## src/rtl/fp_argmax_stream.sv

```systemverilog
// fp_argmax_stream
// ----------------
// Streaming max/min reduction over a vector of sign-magnitude floats
// (binary16 by default). Elements arrive on a valid/ready stream that is
// terminated by in_last. The unit returns the extreme element, its index
// and a sticky NaN flag on a valid/ready output stream. It inserts one
// bubble cycle per vector.
//
// Ports:
//   clk       clock
//   rstn      synchronous reset, active-low
//   mode      0 = max, 1 = min; latched with the first beat of a vector
//   in_valid  input beat valid
//   in_ready  unit can accept a beat (combinational: IDLE or ACCUM)
//   in_data   float element (W = 1+EXP_W+MAN_W bits)
//   in_last   final element of the vector
//   out_valid result valid (HOLD state)
//   out_ready downstream accepts the result
//   out_data  winning element, original bit pattern (canonical qNaN if all NaN)
//   out_idx   index of the winner, first beat is index 0 (wraps mod 2^IDX_W)
//   out_nan   at least one NaN was seen in the vector
module fp_argmax_stream #(
    parameter int EXP_W = 5,
    parameter int MAN_W = 10,
    parameter int IDX_W = 8,
    localparam int W    = 1 + EXP_W + MAN_W
) (
    input  logic             clk,
    input  logic             rstn,
    input  logic             mode,
    input  logic             in_valid,
    output logic             in_ready,
    input  logic [W-1:0]     in_data,
    input  logic             in_last,
    output logic             out_valid,
    input  logic             out_ready,
    output logic [W-1:0]     out_data,
    output logic [IDX_W-1:0] out_idx,
    output logic             out_nan
);

    localparam logic [W-1:0] QNAN = {1'b0, {EXP_W{1'b1}}, 1'b1, {(MAN_W-1){1'b0}}};
    localparam logic [W-1:0] ZERO_KEY = {1'b1, {(W-1){1'b0}}};

    typedef enum logic [1:0] {IDLE, ACCUM, HOLD} state_t;

    state_t            state_reg, state_next;
    logic              mode_reg;
    logic [W-1:0]      cand_reg;
    logic [IDX_W-1:0]  cand_idx_reg;
    logic              have_reg;
    logic              nan_reg;
    logic [IDX_W-1:0]  idx_reg;
    logic [W-1:0]      data_reg;
    logic [IDX_W-1:0]  res_idx_reg;
    logic              res_nan_reg;

    logic              accept;
    logic              first_beat;
    logic              mode_eff;
    logic              have_eff;
    logic              nan_eff;
    logic              in_is_nan;
    logic [W-1:0]      in_key;
    logic [W-1:0]      cand_key;
    logic              take;
    logic [W-1:0]      cand_next;
    logic [IDX_W-1:0]  cand_idx_next;
    logic              have_next;
    logic              nan_next;

    // Maps a non-NaN float onto an unsigned key whose order matches the real
    // ordering. Both zeros share one key so +0 and -0 tie.
    function automatic logic [W-1:0] order_key(input logic [W-1:0] x);
        if (x[W-2:0] == '0)
            return ZERO_KEY;
        else if (!x[W-1])
            return {1'b1, x[W-2:0]};
        else
            return ~x;
    endfunction

    // ---------------- FSM ----------------
    always_ff @(posedge clk) begin
        if (!rstn)
            state_reg <= IDLE;
        else
            state_reg <= state_next;
    end

    always_comb begin
        state_next = state_reg;
        in_ready   = 1'b0;
        out_valid  = 1'b0;
        case (state_reg)
            IDLE: begin
                in_ready = 1'b1;
                if (in_valid)
                    state_next = in_last ? HOLD : ACCUM;
            end
            ACCUM: begin
                in_ready = 1'b1;
                if (in_valid && in_last)
                    state_next = HOLD;
            end
            HOLD: begin
                out_valid = 1'b1;
                if (out_ready)
                    state_next = IDLE;
            end
            default: state_next = IDLE;
        endcase
    end

    // ---------------- Comparator ----------------
    assign accept     = in_valid & in_ready;
    assign first_beat = (state_reg == IDLE);

    // On the first beat the live mode input applies and any leftover
    // candidate/NaN state from the previous vector is ignored.
    assign mode_eff  = first_beat ? mode : mode_reg;
    assign have_eff  = first_beat ? 1'b0 : have_reg;
    assign nan_eff   = first_beat ? 1'b0 : nan_reg;
    assign in_is_nan = (&in_data[W-2:MAN_W]) & (|in_data[MAN_W-1:0]);
    assign in_key    = order_key(in_data);
    assign cand_key  = order_key(cand_reg);

    // Strict comparison only: ties keep the earlier element.
    assign take = !in_is_nan &&
                  (!have_eff || (mode_eff ? (in_key < cand_key) : (in_key > cand_key)));

    assign cand_next     = take ? in_data : cand_reg;
    assign cand_idx_next = take ? idx_reg : cand_idx_reg;
    assign have_next     = have_eff | take;
    assign nan_next      = nan_eff | in_is_nan;

    // ---------------- Datapath registers ----------------
    always_ff @(posedge clk) begin
        if (!rstn) begin
            mode_reg     <= 1'b0;
            cand_reg     <= '0;
            cand_idx_reg <= '0;
            have_reg     <= 1'b0;
            nan_reg      <= 1'b0;
            idx_reg      <= '0;
            data_reg     <= '0;
            res_idx_reg  <= '0;
            res_nan_reg  <= 1'b0;
        end else if (accept) begin
            mode_reg     <= mode_eff;
            cand_reg     <= cand_next;
            cand_idx_reg <= cand_idx_next;
            have_reg     <= have_next;
            nan_reg      <= nan_next;
            if (in_last) begin
                idx_reg     <= '0;
                data_reg    <= have_next ? cand_next : QNAN;
                res_idx_reg <= have_next ? cand_idx_next : '0;
                res_nan_reg <= nan_next;
            end else begin
                idx_reg <= idx_reg + IDX_W'(1);
            end
        end
    end

    assign out_data = data_reg;
    assign out_idx  = res_idx_reg;
    assign out_nan  = res_nan_reg;

endmodule

```

## config.mk

```make
export PLATFORM = sky130hd
export DESIGN_NAME = fp_argmax_stream
export DESIGN_NICKNAME = d
export VERILOG_FILES = /design/src/rtl/fp_argmax_stream.sv
export SDC_FILE = /design/constraint.sdc
export NUM_CORES = 1
export LEC_CHECK = 0
export CORE_ASPECT_RATIO = 2
export CORE_MARGIN = 5
export CORE_UTILIZATION = 55
export CTS_CLUSTER_SIZE = 30
export DETAILED_ROUTE_END_ITERATION = 16
export PLACE_DENSITY = 0.8
export SKIP_LAST_GASP = 1
export SLEW_MARGIN = 40
export SYNTH_ARGS = -nofsm -noshare
export SYNTH_HDL_FRONTEND = slang
export SYNTH_SLANG_ARGS = --single-unit
```

## constraint.sdc

```tcl
create_clock -name clk -period 5.5 [get_ports clk]
set_clock_uncertainty 0.05 [all_clocks]
set_input_delay 1.1 -clock clk [delete_from_list [all_inputs] [get_ports clk]]
set_output_delay 1.1 -clock clk [all_outputs]
set_load 0.005 [all_outputs]
```

== Word level (Yosys, flattened, before mapping) ==
Cells that the tools add are included.
Storage, ports and cells
  bits in registers: 62
  input bits: 22
  output and inout port bits: 27
  logic and storage cells: 57
Operators by class
  add/subtract/negate cells: 1
  magnitude comparators: 2
  equality and inequality tests: 5
  muxes and demuxes: 20
  bitwise logic cells: 6
  reduce and logical (&&, ||, !) cells: 13
Operator list (count)
  $mux W16: 6
  $not A16 Y16: 2
  $logic_not A15 Y1: 2
  $mux W8: 3
  $gt A16 B16 Y1: 1
  $lt A16 B16 Y1: 1
  $reduce_or A10 Y1: 1
  $add A8 B1 Y8 const B: 1
  $mux W2: 4
  $mux W1: 6
  $ne A2 B2 Y1 const B: 3
  $pmux W2 S3: 1
  $reduce_and A5 Y1: 1
  $reduce_and A3 Y1: 1
  $and A1 B1 Y1: 2
  $eq A2 B1 Y1 const B: 1
  $eq A2 B2 Y1 const B: 1
  $logic_and A1 B1 Y1: 2
  $logic_not A1 Y1: 2
  $logic_not A2 Y1: 1
  $or A1 B1 Y1: 2
  $reduce_and A2 Y1: 1
  $reduce_or A2 Y1: 1
  $logic_or A1 B1 Y1: 1

== Longest topological paths before layout ==
Gate-level depths: netlist of run 1.
  depth after elaboration: 9
  mapped depth: 14
  gate-level depth less buffers: 12

== Worst setup path before layout of run 1 ==
Ideal clock, no wire load.
  path kind: input to register
  from: input in_data[10]
  to: register cand_reg[15]
  library setup time: 0.072 ns
  arrival time: 4.227 ns
  required time: 5.378 ns
  path slack: 1.151 ns
  stages: 13
  path buffers: 2
  cell sequence: or4_1 nor3_1 clkbuf_1 nor2_1 ha_1 nor2b_4 o211ai_2 a2111oi_4 a211oi_2 mux2_4 nor2_8 buf_12 mux2i_1
On the way
  longest elaborated chain between the ends: 8
  elaborated cells between the ends (all ways): 13
  those cells by class: 2 x order compare; 4 x mux; 2 x bitwise; 5 x reduce/logical
RTL lines
  start: declaration: RTL line 33  | input logic [W-1:0] in_data,
  parallel branches: the longest is 6 deep, another holds $gt A16 B16 Y1
  $logic_and A1 B1 Y1 (*): RTL line 129  | assign take = !in_is_nan &&
  $mux W16 (*): RTL line 132  | assign cand_next = take ? in_data : cand_reg;
  end signal: assignment: RTL line 151  | cand_reg <= cand_next;
  end: declaration: RTL line 49  | logic [W-1:0] cand_reg;
Every way passes the cells marked *.
A chain may end at the register's enable or synchronous reset.

== Worst setup path in the final report of run 1 ==
  from: input in_data[4]
  to: register cand_reg[12]
Same word-level chain as after synthesis.

==> metrics.txt, run 1 <==
period utilisation layout=87.9%; status=finished clean; final slew viol count=0; prevailing post-synth register cell=dfxtp_1; worst-margin pin slew=633 ps; R2R setup slack=1340 ps; DR DRC count=0; Total Wirelength=9410 um; Final ANT Viol Nets=0; post-route setup TNS=0 ps; Clock transition at path regs=50 ps; Final Cell Area=4390 um^2; number of port buffers=48; reg2reg path depth=10; crit-path max FO=25; RR Startpoint=cand_reg[3]$_SDFFE_PN0P_; Inserted Clock Buffers=9; Clk Latency, worst-skew pair=330 ps; Synth Area in Compound Gates=12.3%; nets@finish=512; Synth Area in Adders=5.85%; ys async rst share=0%; Worst Path Class, Setup=in -> reg; setup violators final=0; DR vias=3432; Crit. End Element=flop; minimum clock period=4830 ps; first-pass GRT wire length=15700 um; final core utilization=67.4%; Critical R2R Capture=cand_reg[12]$_SDFFE_PN0P_; number of synthesized flops with an enable pin=0; PD cells=285 nW/um^2; die width=67.5 um; critical path cell sequence=clkdlybuf4s50_1, nor4_1, nand3_1, nor3_1, buf_4, nor2_1, ha_1, a21oi_1, o21a_1, o221ai_1, a211oi_2, mux2_4, nor2_8, o221a_2; HPWL after DPL=6280 um; arrival time of the worst setup path=5060 ps; Antenna diodes=0; Post-CTS Hold Buffers=0; XOR/XNOR share of the synthesized area=8.43%; Syn Std Cell Area=3630 um^2; Setup WS post-layout=666 ps; FP Rows=42; drt first pass iters=6; Vert. Die Dim=125 um; largest family of logic cells by synthesized area=simple AND/OR/NAND/NOR gates; Hold Path End=have_reg$_SDFFE_PN0P_; Syn Area/Cell=8.34 um^2; drt initial violations=247; vias in the first global route=3325; Total GRT Usage=23.7%; Yosys cell types=47; sequential area share after synthesis=34.1%; H-tree depth=3; routed len/inst=16.6 um; maximum vdd drop=218 uV; Hold Path Origin=have_reg$_SDFFE_PN0P_; # IOs=49; initial antenna violation count=0; CP max stage cell=clkdlybuf4s50_1; Post-CTS Setup Inserts=0; Root Driver=clkbuf_16; Syn Nets=475; Min-Delay Path Class=reg -> reg; die area=8430 um^2; FF+latch count, synth=62; CTS tree=yes; Leakage=0.00176 uW; max frequency=0.207 GHz; post-CTS sizing=0; GP Congestion=0.865; RSZ-0062 raised after global routing=false; synthesized instance count=436; Cell Area, Placed=4130 um^2; area grow syn2layout=20.9%; Vias per Instance=6.06; Maximum Capacitance Violations=0; CP required=5720 ps; core area=6520 um^2; Post-Place Worst Slack=390 ps; YS warnings=0; Clock Sinks=62; Starting Density=55.8%; WHS Path Cells=2; Rel. slew slack=57.6%; GRT Residual Overflow=0; Simple-Gate Fraction of Synth Area=26.6%; CP peak stage delay=480 ps; post-synthesis mux area share=7.61%; largest net degree at the start of global routing=56; layout cells sized above 1=7.53%; Hold Fails Final Rpt=0; Clock Tree Buf Depth=2; Critical Path Start Type=input port
## final cells by class
| cell class | count | area (um^2) |
|---|---|---|
| repair buffers | 58 | 556 |
| inverters | 3 | 11.3 |
| fillers | 570 | 2120 |
| multi-input cells | 339 | 2210 |
| clock buffers | 13 | 240 |
| flip-flops and latches | 62 | 1240 |
| clock inverters | 3 | 21.3 |
| well taps | 88 | 110 |
## how the worst max path moves through the flow
stage | from | to | slack [ps] | depth (start not counted)
after floorplan | in_data[10] | cand_reg[15]$_SDFFE_PN0P_ | 1150 | 13
after global placement | in_data[10] | cand_reg[13]$_SDFFE_PN0P_ | 490 | 13
after detailed placement | in_data[5] | cand_reg[13]$_SDFFE_PN0P_ | 390 | 14
after CTS | in_data[4] | cand_reg[12]$_SDFFE_PN0P_ | 700 | 14
after global routing | in_data[5] | cand_reg[6]$_SDFFE_PN0P_ | 430 | 14
final | in_data[4] | cand_reg[12]$_SDFFE_PN0P_ | 670 | 14
## worst max-delay path: cells and delay by family
kind                     cells  cell delay (ps)
adder cells (fa/ha/maj)      1              310
buffers and inverters        2              700
multiplexers                 1              480
AO/OA/AOI/OAI                5             1050
AND/OR/NAND/NOR              5             1380
## cells by family (layout without fill, tap and decap cells)
family,count (synthesis),in the layout
AND/OR/NAND/NOR,200,200
flip-flops,62,62
AO/OA/AOI/OAI,60,60
XOR/XNOR,35,35
buffers and inverters,35,77
multiplexers,27,27
adder cells (fa/ha/maj),17,17
## power by group
part / leakage, uW / switching, uW / total, uW / internal (uW)
logic: 0.00113 / 140 / 256 / 117
registers: 0.000506 / 26.6 / 498 / 472
clock network: 0.000124 / 194 / 499 / 305
total: 0.00176 / 360 / 1250 / 893
## through the flow
step,total power [uW],instances,hold slack [ps]
2_1_floorplan,682,436,383
3_3_place_gp,753,550,398
3_5_place_dp,759,550,398
4_1_cts,1260,566,405
5_1_grt,1310,566,433
6_report,1250,566,411
## synthesized netlist by cell type, drive strengths merged, types with 2 or more instances
library cell	instances	area [um^2]
dfxtp	62	1240
and3	2	12.5
o221a	2	22.5
a211oi	6	50.1
mux2	2	26.3
or3	3	18.8
nand2	71	269
xor2	20	175
nand3	39	195
xnor2	15	131
nor2b	2	20.0
nor3	7	35.0
nor4	6	37.5
nor2	37	163
a2111oi	2	36.3
a31oi	2	12.5
nand2b	2	12.5
inv	2	7.51
mux2i	25	250
a21oi	12	60.1
a32oi	18	158
o21ai	13	65.1
buf	13	100
clkbuf	19	71.3
ha	17	213
nand4	26	169
and2	3	18.8
## placed cells by master (no fill, tap or decap), types with 2 or more instances in the layout
master	synthesis	final
dfxtp_1	62	61
clkbuf_1	19	4
inv_1	2	2
clkdlybuf4s50_1	0	48
xnor2_1	15	15
xor2_1	20	20
clkbuf_16	0	9
ha_1	17	17
mux2i_1	25	25
nand3_1	39	39
nor4_1	6	6
buf_4	1	10
o21ai_0	13	13
and2_1	3	3
a21oi_1	12	12
or3_1	3	3
a31oi_1	2	2
nand2_1	70	70
nor2_1	35	35
a211oi_1	5	5
a32oi_1	18	18
nand4_1	25	25
nor3_1	7	7
o221a_2	2	2
nand2b_1	2	2
## metal layers
metal  part of all wire [%]  vias to the layer above  global-route usage [%]
met2                     49                      137                    37.6
met1                     42                     1625                    29.6
met5                      0                        -                       0
met4                    2.1                        0                    10.3
li1                       -                     1646                       -
met3                    6.9                       24                    5.92
No activity file was read; power rests on OpenSTA's default activity.
==> inputs of run 2 (changes only) <==
--- a/config.mk
+++ b/config.mk
@@ -11,7 +11,6 @@
 export CTS_CLUSTER_SIZE = 30
 export DETAILED_ROUTE_END_ITERATION = 16
 export PLACE_DENSITY = 0.8
-export SKIP_LAST_GASP = 1
 export SLEW_MARGIN = 40
 export SYNTH_ARGS = -nofsm -noshare
 export SYNTH_HDL_FRONTEND = slang
==> results of run 2 <==
The final DEF is identical to that of run 1; final timing and power are the same.
